### src/rtl/cone_pipe.sv
// Bank of WIDTH C-module logic cells behind a two-stage valid/ready pipeline, with a delivered-result counter.
// Latency: a set accepted at edge N is presented on f/out_valid after edge N+1; one result per cycle at full rate.
// Backpressure: in_ready = !v1 | !v2 | out_ready; a stalled S2 holds f, and S1 holds while full. CONE_PIPE_PARITY_EN adds out_par.
module cone_pipe #(
    parameter int WIDTH   = 8,
    parameter int COUNT_W = 8
) (
    input  logic               clk,
    input  logic               rst_n,
    input  logic               in_valid,
    output logic               in_ready,
    input  logic [WIDTH-1:0]   a0,
    input  logic [WIDTH-1:0]   a1,
    input  logic [WIDTH-1:0]   b0,
    input  logic [WIDTH-1:0]   b1,
    input  logic [WIDTH-1:0]   sa,
    input  logic [WIDTH-1:0]   sb,
    input  logic [WIDTH-1:0]   s0,
    input  logic [WIDTH-1:0]   s1,
    output logic               out_valid,
    input  logic               out_ready,
    output logic [WIDTH-1:0]   f,
`ifdef CONE_PIPE_PARITY_EN
    output logic               out_par,
`endif
    output logic [COUNT_W-1:0] out_count
);

    logic             v1_q;
    logic             v2_q;
    logic [WIDTH-1:0] f1_q;
    logic [WIDTH-1:0] f2_q;
    logic [WIDTH-1:0] s2_q;
    logic [WIDTH-1:0] f_q;
    logic [WIDTH-1:0] f_nxt;
    logic             s1_load;
    logic             s2_load;
    logic             out_hs;

    assign s2_load  = v1_q & (~v2_q | out_ready);
    assign s1_load  = in_valid & (~v1_q | s2_load);
    assign in_ready = ~v1_q | ~v2_q | out_ready;
    assign out_hs   = v2_q & out_ready;

    // Second-level mux per lane: s2 picks the b-side result over the a-side.
    assign f_nxt = (s2_q & f2_q) | (~s2_q & f1_q);

    always_ff @(posedge clk or negedge rst_n) begin
        if (!rst_n) begin
            v1_q <= 1'b0;
            f1_q <= '0;
            f2_q <= '0;
            s2_q <= '0;
        end else begin
            if (s1_load) begin
                v1_q <= 1'b1;
                f1_q <= (sa & a1) | (~sa & a0);
                f2_q <= (sb & b1) | (~sb & b0);
                s2_q <= s0 | s1;
            end else if (s2_load) begin
                v1_q <= 1'b0;
            end
        end
    end

    always_ff @(posedge clk or negedge rst_n) begin
        if (!rst_n) begin
            v2_q <= 1'b0;
            f_q  <= '0;
        end else begin
            if (s2_load) begin
                v2_q <= 1'b1;
                f_q  <= f_nxt;
            end else if (out_hs) begin
                v2_q <= 1'b0;
            end
        end
    end

    always_ff @(posedge clk or negedge rst_n) begin
        if (!rst_n) begin
            out_count <= '0;
        end else if (out_hs) begin
            out_count <= out_count + 1'b1;
        end
    end

`ifdef CONE_PIPE_PARITY_EN
    logic par_q;

    always_ff @(posedge clk or negedge rst_n) begin
        if (!rst_n) begin
            par_q <= 1'b0;
        end else if (s2_load) begin
            par_q <= ^f_nxt;
        end
    end

    assign out_par = par_q;
`endif

    assign out_valid = v2_q;
    assign f         = f_q;

endmodule

### config.mk
export PLATFORM = sky130hd
export DESIGN_NAME = cone_pipe
export DESIGN_NICKNAME = d
export VERILOG_FILES = /design/src/rtl/cone_pipe.sv
export SDC_FILE = /design/constraint.sdc
export NUM_CORES = 1
export LEC_CHECK = 0
export BUFFER_PORTS_ARGS = -buffer_cell sky130_fd_sc_hd__buf_2
export CAP_MARGIN = 0
export CORE_ASPECT_RATIO = 0.7
export CORE_MARGIN = 5
export CORE_UTILIZATION = 30
export CTS_BUF_LIST = sky130_fd_sc_hd__clkbuf_8
export CTS_CLUSTER_DIAMETER = 30
export DETAILED_ROUTE_END_ITERATION = 16
export PLACE_DENSITY = 0.66
export SYNTH_ARGS = -nofsm -noshare
export SYNTH_HDL_FRONTEND = slang
export SYNTH_SLANG_ARGS = --single-unit
### constraint.sdc
create_clock -name clk -period 1.8 [get_ports clk]
set_input_delay 0.36 -clock clk [delete_from_list [all_inputs] [get_ports clk]]
set_output_delay 0.36 -clock clk [all_outputs]
set_load 0.01 [all_outputs]
* Word level (Yosys, flattened, before mapping)
Index checks and enable logic that the tools add are counted.
Storage, ports and cells: input port bits 68, memories kept 0, latch bits 0, output and inout bits 18, memory bits (read-only) 0, word-level logic and storage cells 36, bits in writable memories 0, flip-flop bits (word level) 42
Operators by class: reductions and logical operators 2, $lt $le $gt $ge 0, div/mod/pow operators 0, bitwise gates (word level) 22, mux-type cells 4, equality and inequality tests 0, $mul 0, shifts and indexed selects 0, add/subtract/negate cells 1
Operators with widths (number):
- AND 8 bit | 6
- OR 8 bit | 4
- inverter 8 bit | 3
- adder 8 x 1 -> 8 bit, second input constant | 1
- two-way mux 1 bit | 4
- OR 1 bit | 4
- nonzero test 2 bit | 2
- AND 1 bit | 3
- inverter 1 bit | 2

* Depth between registers and ports, before layout
Gate-level depths: netlist (run 1).
word-level depth 6, mapped depth 6, mapped depth without buffers 3

* Least setup slack after synthesis (run 1)
Ideal clock, no wire load.
path kind register to register, start point register v2_q (netlist: out_valid), end point register f1_q[0], buffers on the path 2, required time 1727 ps, path slack 622 ps, library setup time 73 ps, arrival 1105 ps, clock period less this slack 1178 ps, stages on the path, launching flop included 6, cells stage by stage dfrtp_1 > nand3b_4 > and2_4 > buf_6 > buf_6 > a21oi_2
Between the ends: cells in the longest elaborated chain, start to end 5
RTL lines:
- start: declaration | RTL line 30 | logic v2_q;
- start signal: assignment | RTL line 68 | v2_q <= 1'b0;
- start signal: assignment | RTL line 72 | v2_q <= 1'b1;
- start signal: assignment | RTL line 75 | v2_q <= 1'b0;
- inverter 1 bit | RTL line 40 | assign s2_load = v1_q & (~v2_q | out_ready);
- OR 1 bit | RTL line 40
- AND 1 bit | RTL line 40
- OR 1 bit | RTL line 41 | assign s1_load = in_valid & (~v1_q | s2_load);
- AND 1 bit | RTL line 41
- end signal: assignment | RTL line 57 | f1_q <= (sa & a1) | (~sa & a0);
- end: declaration | RTL line 31 | logic [WIDTH-1:0] f1_q;
No other way between the ends. A chain may end at the register's enable or synchronous reset.

* Worst setup path after layout (run 1)
start point register v2_q (netlist: out_valid), end point output port in_ready
Between the ends: cells in the longest elaborated chain, start to end 3
RTL lines:
- inverter 1 bit | RTL line 42 | assign in_ready = ~v1_q | ~v2_q | out_ready;
- OR 1 bit (2 in series) | RTL line 42
- end: declaration | RTL line 11 | output logic in_ready,
No other way between the ends.

==> results of run 1 <==
area by class of cell:
cell class,instances,area (sq um),area share
clock inverters,2,10.0,0.00389
repair buffers,91,470,0.183
clock buffers,5,68.8,0.0267
flip-flops and latches,42,1050,0.408
multi-input cells,119,862,0.335
well taps,91,114,0.0442
per-layer routing:
layer / vias up / wire length [microns] / GRT usage
li1: 796 / - / -
met4: 0 / 34 / 0.0227
met2: 61 / 2050 / 0.176
met5: - / 0 / 0
met1: 744 / 2150 / 0.157
met3: 4 / 502 / 0.0566
cells by family after synthesis:
logic type,synth area share
and+or+nand+nor,0.0660
adders and majority gates,0.00629
buffers and inverters,0.0384
xor gates and xnor gates,0.0308
muxes,0.126
DFF,0.528
AOI/OAI and AO/OA,0.204
worst paths after layout:
| path | from | endpoint | slack, ns | cells past startpoint |
|---|---|---|---|---|
| worst max-delay path | out_valid | in_ready | 0.29 | 2 |
| worst min-delay path | rst_n | out_count[6] | -0.008 | 1 |
| worst max register to register | out_valid | s2_q[7] | 0.48 | 3 |
| worst min register to register | out_count[7] | out_count[7] | 0.50 | 1 |
| max in group asynchronous | rst_n | s2_q[6] | 1.23 | 2 |
| min in group clk | s0[5] | s2_q[5] | 0.34 | 3 |
synthesized netlist by cell type:
| cell | n | area (sq um) |
|---|---|---|
| clkbuf_1 | 4 | 15.0 |
| nand4_1 | 4 | 25.0 |
| buf_2 | 4 | 20.0 |
| and4_1 | 1 | 8.76 |
| a21oi_2 | 20 | 175 |
| nand3b_4 | 1 | 20.0 |
| mux2i_1 | 24 | 240 |
| and3_1 | 1 | 6.26 |
| nand2b_1 | 3 | 18.8 |
| a21oi_1 | 36 | 180 |
| xnor2_1 | 6 | 52.6 |
| nor2_1 | 8 | 30.0 |
| buf_4 | 1 | 7.51 |
| buf_6 | 3 | 33.8 |
| a31oi_1 | 8 | 50.1 |
| xor2_1 | 1 | 8.76 |
| nand2_1 | 2 | 7.51 |
| ha_1 | 1 | 12.5 |
| dfrtp_1 | 42 | 1050 |
| and2_4 | 1 | 8.76 |
| mux2_2 | 1 | 11.3 |
| and2_1 | 1 | 6.26 |
power breakdown:
part | switching (mW) | internal (mW)
logic | 0.338 | 0.324
registers | 0.159 | 1.13
clock network | 0.317 | 0.260
flip-flops by register name, indices dropped and copies added, names as in the netlist:
name       cells
f1_q           8
v1_q           1
out_valid      1
out_count      8
s2_q           8
f              8
f2_q           8
critical path, cell delays in order (launching register included):
cell and delay (ns):
dfrtp_1 0.44, nand3b_4 0.20, buf_2 0.21
per-stage QoR:
stage	setup WS [ns]	cell area [sq um]	power (mW)
2_1_floorplan	0.622	1990	1.68
3_3_place_gp	0.474	2500	1.96
3_5_place_dp	0.423	2500	1.99
4_1_cts	0.269	2580	2.58
5_1_grt	0.205	2580	2.71
6_report	0.287	2580	2.53
==> impl_metrics.tcl, run 1 <==
set metrics [dict create \
    outcome "finished, violations left" \
    violations "hold timing" \
    peakVddDrop_uv 306 \
    drt_drc_violations_left 0 \
    synth_area_sq_um 1990 \
    cap_violations 0 \
    clk_path_buf_depth 2 \
    finalWirelength_microns 4730 \
    mostFrequentLayoutCells "buf_2 (85), dfrtp_1 (42), a21oi_1 (36)" \
    core-area_sq_um 6340 \
    area_delta_synth_final_pct 29.5 \
    relSlewSlack 0.708 \
    grt_pass1_wl_microns 7800 \
    finalMaxSlewViolations 0 \
    synth.distinct_cells 22 \
    nets 328 \
    ios 86 \
    numCtsBuffers 5 \
    fillCellCount 660 \
    drtIter0Drc 55 \
    crit_fanout 13 \
    cts-root-buf "clkbuf_8" \
    setup_viol 0 \
    cts.clk_slew.worst_paths_ns 0.08 \
    cts_num_sinks 42 \
    ys_ff_latch 42 \
    fp-row-count 24 \
    wl_per_cell_microns 13.5 \
    ctsResizeCount 0 \
    place_inst 343 \
    n_antenna_cell 0 \
    ctsHoldBuffers 0 \
    syn_inst 173 \
    cts_tree "built" \
    holdCritPathClass "input pin to asynchronous set/reset pin" \
    htree_levels 2 \
    drive_gt1_frac 0.467 \
    first_global_vias 1616 \
    io_buffers 85 \
    vias 1605 \
    dp_hpwl_microns 3700 \
    worst_pin_slew_ns 0.438 \
    clock_skew_ns 0.00458 \
    worstSetupEndpointType "output pin" \
    p_per_area_nw_per_um2 983 \
    rsz0062_at_grt "no" \
    ys_warn_count 0 \
    p_leak_nw 1.22 \
    postCtsSetupBuffers 0 \
    worstPathArrival_ns 1.15 \
    start_util 0.314 \
    holdWs_ns -0.00829 \
    grt_max_degree 26 \
    tns_ns 0 \
    hold_viol 11 \
    die-area_sq_um 8390 \
    mostFrequentLayoutCell "buf_2" \
    clk-insertion-delay-late_ns 0.30 \
    fmax_ghz 0.661 \
    syn-num-nets 242 \
    antenna_left 0 \
    synth.avg_cell_area_sq_um 11.5 \
    stdcell_count 350 \
    viasPerCell 4.59 \
    final_core_util 0.407 \
    dr.pass1.iters 4 \
    post-route-min-period_ns 1.51 \
    critPathKind "flip-flop to output pin" \
    antenna_found_initial 0 \
    fp.dieW_microns 107 \
    start_kind "flip-flop" \
    grt_use_total 0.118 \
    synth_seq_area_share 0.528 \
    cp.required_ns 1.44 \
    die_h_microns 78.1 \
    fin_crit_sh 0.840 \
    gp_congestion 0.733 \
    overflow 0 \
]
Power figures use the tool's default switching activity.
==> run 2, diff against run 1 <==
==> constraint.sdc (replaced) <==
create_clock -name clk -period 1.45 [get_ports clk]
set_input_delay 0.29 -clock clk [delete_from_list [all_inputs] [get_ports clk]]
set_output_delay 0.29 -clock clk [all_outputs]
set_load 0.01 [all_outputs]
==> run 2 against run 1 <==
- the flow now finishes without violations
- non-clock buffer count up 1
- final cell count up 0.57%
- clock skew up 0.0041 ns
- die area unchanged
- critical path type unchanged
- critical endpoint unchanged
- largest cell class unchanged
==> impl_metrics.tcl, run 2 (synthesized netlist as in run 1, its figures left out) <==
set metrics [dict create \
    clock_skew_ns 0.00868 \
    cp.required_ns 1.16 \
    cts-root-buf "clkbuf_8" \
    drtIter0Drc 54 \
    die_h_microns 78.1 \
    worst_pin_slew_ns 0.390 \
    clk-insertion-delay-late_ns 0.30 \
    tns_ns 0 \
    crit_buf_inv 1 \
    p_total_mw 3.36 \
    start_util 0.314 \
    cpMaxStageDelayCell "dfrtp_1" \
    vias 1551 \
    gr-usage-met3 0.0443 \
    drive_gt1_frac 0.467 \
    busiest_layer "met1" \
    holdCritPathClass "input pin to flip-flop" \
    n_antenna_cell 0 \
    rsz0062_at_grt "no" \
    cts_tree "built" \
    grt_use_total 0.114 \
    swShare 0.308 \
    outcome "complete, no violations" \
    combPwrFrac 0.249 \
    setup_viol 0 \
    nets 329 \
    crit_fanout 5 \
    first_global_vias 1535 \
    stdcell_count 352 \
    place_inst 343 \
    gp_congestion 0.691 \
    max_stage_delay_ns 0.44 \
    p_switching_mw 1.03 \
    fmax_ghz 0.745 \
    gr-usage-met1 0.165 \
    mostFrequentLayoutCell "buf_2" \
    holdWs_ns 0.254 \
    ios 86 \
    pwr-share-seq 0.477 \
    ctsResizeCount 0 \
    die-area_sq_um 8390 \
    drt_drc_violations_left 0 \
    dr.pass1.iters 4 \
    wl_per_cell_microns 13.4 \
    area_delta_synth_final_pct 32.1 \
    htree_levels 2 \
    grt_pass1_wl_microns 7520 \
    cts.clk_slew.worst_paths_ns 0.08 \
    crit_family "flip-flops" \
    p_int_mw 2.32 \
    viasPerCell 4.41 \
    finalMaxSlewViolations 0 \
    cts_num_sinks 42 \
    core-area_sq_um 6340 \
    crit_chain "nand3b_4, buf_2" \
    p_leak_nw 1.24 \
    placed_area_sq_um 2510 \
    numCtsBuffers 5 \
    final_core_util 0.415 \
    relSlewSlack 0.740 \
    io_buffers 85 \
    cap_violations 0 \
    preCtsSetupSlack_ns 0.218 \
    finalWirelength_microns 4710 \
    critPathKind "flip-flop to output pin" \
    p_per_area_nw_per_um2 1280 \
    hold_viol 0 \
    finalWorstSetupSlack_ns 0.108 \
    post-route-min-period_ns 1.34 \
    antenna_found_initial 0 \
    worstPathArrival_ns 1.05 \
    pwr-share-clk 0.274 \
    antenna_left 0 \
    start_kind "flip-flop" \
    overflow 0 \
    worstSetupEndpointType "output pin" \
    fin_area_sq_um 2630 \
    grt_max_degree 43 \
    gr-usage-met2 0.162 \
    clk_path_buf_depth 2 \
    dp_hpwl_microns 3530 \
    fp.dieW_microns 107 \
    fin_crit_sh 0.925 \
    fp-row-count 24 \
    mostFrequentLayoutCells "buf_2 (85), dfrtp_1 (42), a21oi_1 (36)" \
    peakVddDrop_uv 388 \
]
## run 2: cell count changes in the layout (fill, tap and decap cells not counted)
| cell | delta |
|---|---|
| buf_4 | -1 |
| bufinv_16 | +1 |
| dlygate4sd3_1 | +1 |
| buf_12 | +1 |
## run 2: worst min-delay path, delay by kind of cell
| kind | cells | cell delay (ns) |
|---|---|---|
| and+or+nand+nor | 1 | 0.04 |
| buffers and inverters | 1 | 0.07 |
| AOI/OAI and AO/OA | 1 | 0.11 |
## run 2: worst paths after layout
path                                    from      endpoint  slack [ns]  depth (start not counted)
max in group asynchronous              rst_n       f2_q[7]        0.75                          3
worst max-delay path               out_valid      in_ready        0.11                          2
worst max register to register     out_valid       f1_q[7]        0.18                          3
min in group asynchronous              rst_n          f[1]        0.49                          3
worst min register to register  out_count[7]  out_count[7]        0.47                          1
worst min-delay path                   s0[6]       s2_q[6]        0.25                          3
## run 2: power by group through the flow
stage / sequential (mW) / clock [mW] / combinational, mW
floorplan: 1.66 / 0 / 0.432
global placement: 1.61 / 0 / 0.829
finish: 1.60 / 0.920 / 0.835
global route: 1.64 / 0.995 / 0.928
CTS: 1.60 / 0.933 / 0.855
detailed placement: 1.62 / 0 / 0.848
## run 2: metal layers
metal  routed length, microns  part of all wire  vias to the layer above
met1                     2270              0.48                      692
met3                      406             0.086                        2
li1                         -                 -                      796
met5                        0                 0                        -
met4                       17            0.0036                        0
met2                     2010              0.43                       61
## run 2: layout make-up
cell class              count  area [sq um]
clock buffers               5          68.8
fillers                   640          3710
repair buffers             92           493
well taps                  91           114
flip-flops and latches     42          1050
multi-input cells         119           862
clock inverters             3          40.0
## run 2: repair_timing
action | in CTS | in global routing
endpoints found under the setup margin | 1 | 0
hold buffers | 1 | 0
setup buffers | 1 | 0
endpoints found under the hold margin | 42 | 0
==> run 3, diff against run 2 <==
--- a/config.mk
+++ b/config.mk
@@ -10,10 +10,11 @@
 export CORE_ASPECT_RATIO = 0.7
 export CORE_MARGIN = 5
 export CORE_UTILIZATION = 30
-export CTS_BUF_LIST = sky130_fd_sc_hd__clkbuf_8
+export CTS_BUF_LIST = sky130_fd_sc_hd__clkbuf_2 sky130_fd_sc_hd__clkbuf_4 sky130_fd_sc_hd__clkbuf_8
 export CTS_CLUSTER_DIAMETER = 30
 export DETAILED_ROUTE_END_ITERATION = 16
 export PLACE_DENSITY = 0.66
+export SLEW_MARGIN = 20
 export SYNTH_ARGS = -nofsm -noshare
 export SYNTH_HDL_FRONTEND = slang
 export SYNTH_SLANG_ARGS = --single-unit
==> constraint.sdc (replaced) <==
create_clock -name clk -period 1.5 [get_ports clk]
set_input_delay 0.3 -clock clk [delete_from_list [all_inputs] [get_ports clk]]
set_output_delay 0.3 -clock clk [all_outputs]
set_load 0.01 [all_outputs]
==> run 3 against run 2 <==
- sequential share of layout area down 0.80 points
- worst setup slack got worse by 0.017 ns
- sequential power shrank 3%
- critical path type unchanged
- largest cell class unchanged
==> impl_metrics.tcl, run 3 (synthesized netlist as in run 1, its figures left out) <==
set metrics [dict create \
    outcome "complete, no violations" \
    start_util 0.314 \
    overflow 0 \
    post-route-min-period_ns 1.41 \
    io_buffers 85 \
    holdCritPathClass "input pin to flip-flop" \
    finalWirelength_microns 4610 \
    ios 86 \
    die-area_sq_um 8390 \
    clk_path_buf_depth 2 \
    antenna_found_initial 0 \
    core-area_sq_um 6340 \
    hold_viol 0 \
    cts.clk_slew.worst_paths_ns 0.09 \
    finalWorstSetupSlack_ns 0.0911 \
    cp.required_ns 1.20 \
    crit_chain "nand3b_4, buf_12, buf_2" \
    clock_skew_ns 0.00769 \
    cpMaxStageDelayCell "dfrtp_1" \
    cts_num_sinks 42 \
    setup_viol 0 \
    htree_levels 2 \
    crit_fanout 16 \
    fillCellCount 622 \
    grt_use_total 0.113 \
    ctsResizeCount 0 \
    clk-insertion-delay-late_ns 0.29 \
    cts_tree "built" \
    die_h_microns 78.1 \
    preCtsSetupSlack_ns 0.170 \
    rsz0062_at_grt "no" \
    finalMaxSlewViolations 0 \
    dp_hpwl_microns 3480 \
    crit_family "flip-flops" \
    fp.dieW_microns 107 \
    antenna_left 0 \
    area_delta_synth_final_pct 34.8 \
    max_stage_delay_ns 0.40 \
    grt_max_degree 34 \
    cts-root-buf "clkbuf_8" \
    holdWs_ns 0.277 \
    dr.pass1.iters 4 \
    grt_pass1_wl_microns 7560 \
    viasPerCell 4.52 \
    worstPathArrival_ns 1.11 \
    start_kind "flip-flop" \
    cap_violations 0 \
    wl_per_cell_microns 13.1 \
    p_total_mw 3.47 \
    peakVddDrop_uv 434 \
    n_antenna_cell 0 \
    p_per_area_nw_per_um2 1290 \
    drtIter0Drc 39 \
    fp-row-count 24 \
    p_leak_nw 1.27 \
    crit_buf_inv 2 \
    drt_drc_violations_left 0 \
    tns_ns 0 \
    first_global_vias 1607 \
    numCtsBuffers 5 \
    fmax_ghz 0.710 \
    gp_congestion 0.704 \
    vias 1596 \
    drive_gt1_frac 0.469 \
    critPathKind "flip-flop to output pin" \
    relSlewSlack 0.747 \
    worst_pin_slew_ns 0.380 \
    mostFrequentLayoutCell "buf_2" \
    worstSetupEndpointType "output pin" \
    nets 330 \
    mostFrequentLayoutCells "buf_2 (85), dfrtp_1 (42), a21oi_1 (36)" \
    fin_crit_sh 0.939 \
]
run 3: cell types whose count changed in the layout (fill, tap and decap cells not counted), sizes merged:
cell | before | now
buf | 91 | 92
bufinv | 1 | 2
clkbuf | 5 | 6
clkinv | 2 | 0
run 3: layout make-up:
| class | count | area (sq um) | share of cell area |
|---|---|---|---|
| clock buffer | 6 | 82.6 | 0.0308 |
| clock inverter | 2 | 60.1 | 0.0224 |
| multi-input combinational | 119 | 862 | 0.321 |
| sequential | 42 | 1050 | 0.392 |
| tap | 91 | 114 | 0.0424 |
| timing repair buffer | 93 | 513 | 0.191 |
run 3: final timing paths:
| path | from | endpoint | slack [ns] | cells past startpoint |
|---|---|---|---|---|
| min in group asynchronous | rst_n | out_count[6] | 0.40 | 2 |
| max in group asynchronous | rst_n | f2_q[7] | 0.65 | 3 |
| worst max-delay path | v1_q | in_ready | 0.09 | 3 |
| worst min register to register | out_count[7] | out_count[7] | 0.47 | 1 |
| worst max register to register | v1_q | f2_q[7] | 0.14 | 4 |
| worst min-delay path | s0[6] | s2_q[6] | 0.28 | 3 |
run 3: report_power, final:
| group | leakage, nW | switching, mW | internal [mW] | total (mW) |
|---|---|---|---|---|
| combinational | 0.730 | 0.408 | 0.404 | 0.813 |
| clock | 0.0714 | 0.394 | 0.710 | 1.10 |
| sequential | 0.465 | 0.194 | 1.36 | 1.55 |
| total | 1.27 | 0.997 | 2.47 | 3.47 |
run 3: per-layer routing:
layer	vias to the layer above	track usage	wire [microns]
li1	801	-	-
met1	730	0.157	2200
met2	60	0.166	1970
met3	5	0.0369	396
met4	0	0.0378	44
met5	-	0	0
run 3: tightest hold or removal path, stage by stage:
cell	delay, ns
buf_2	0.08
nor2_1	0.04
a21oi_2	0.12
run 3: timing repair:
item | CTS | global route
buffers inserted | 2 | 0
endpoints found under the setup margin | 1 | 0
endpoints found under the hold margin | 9 | 0
hold buffers | 1 | 0
run 3: through the flow:
step	cells	util	instance area (sq um)
2_1_floorplan	173	-	1990
3_3_place_gp	342	0.397	2510
3_5_place_dp	342	0.397	2510
4_1_cts	353	0.423	2680
5_1_grt	353	0.423	2680
6_report	353	0.423	2680
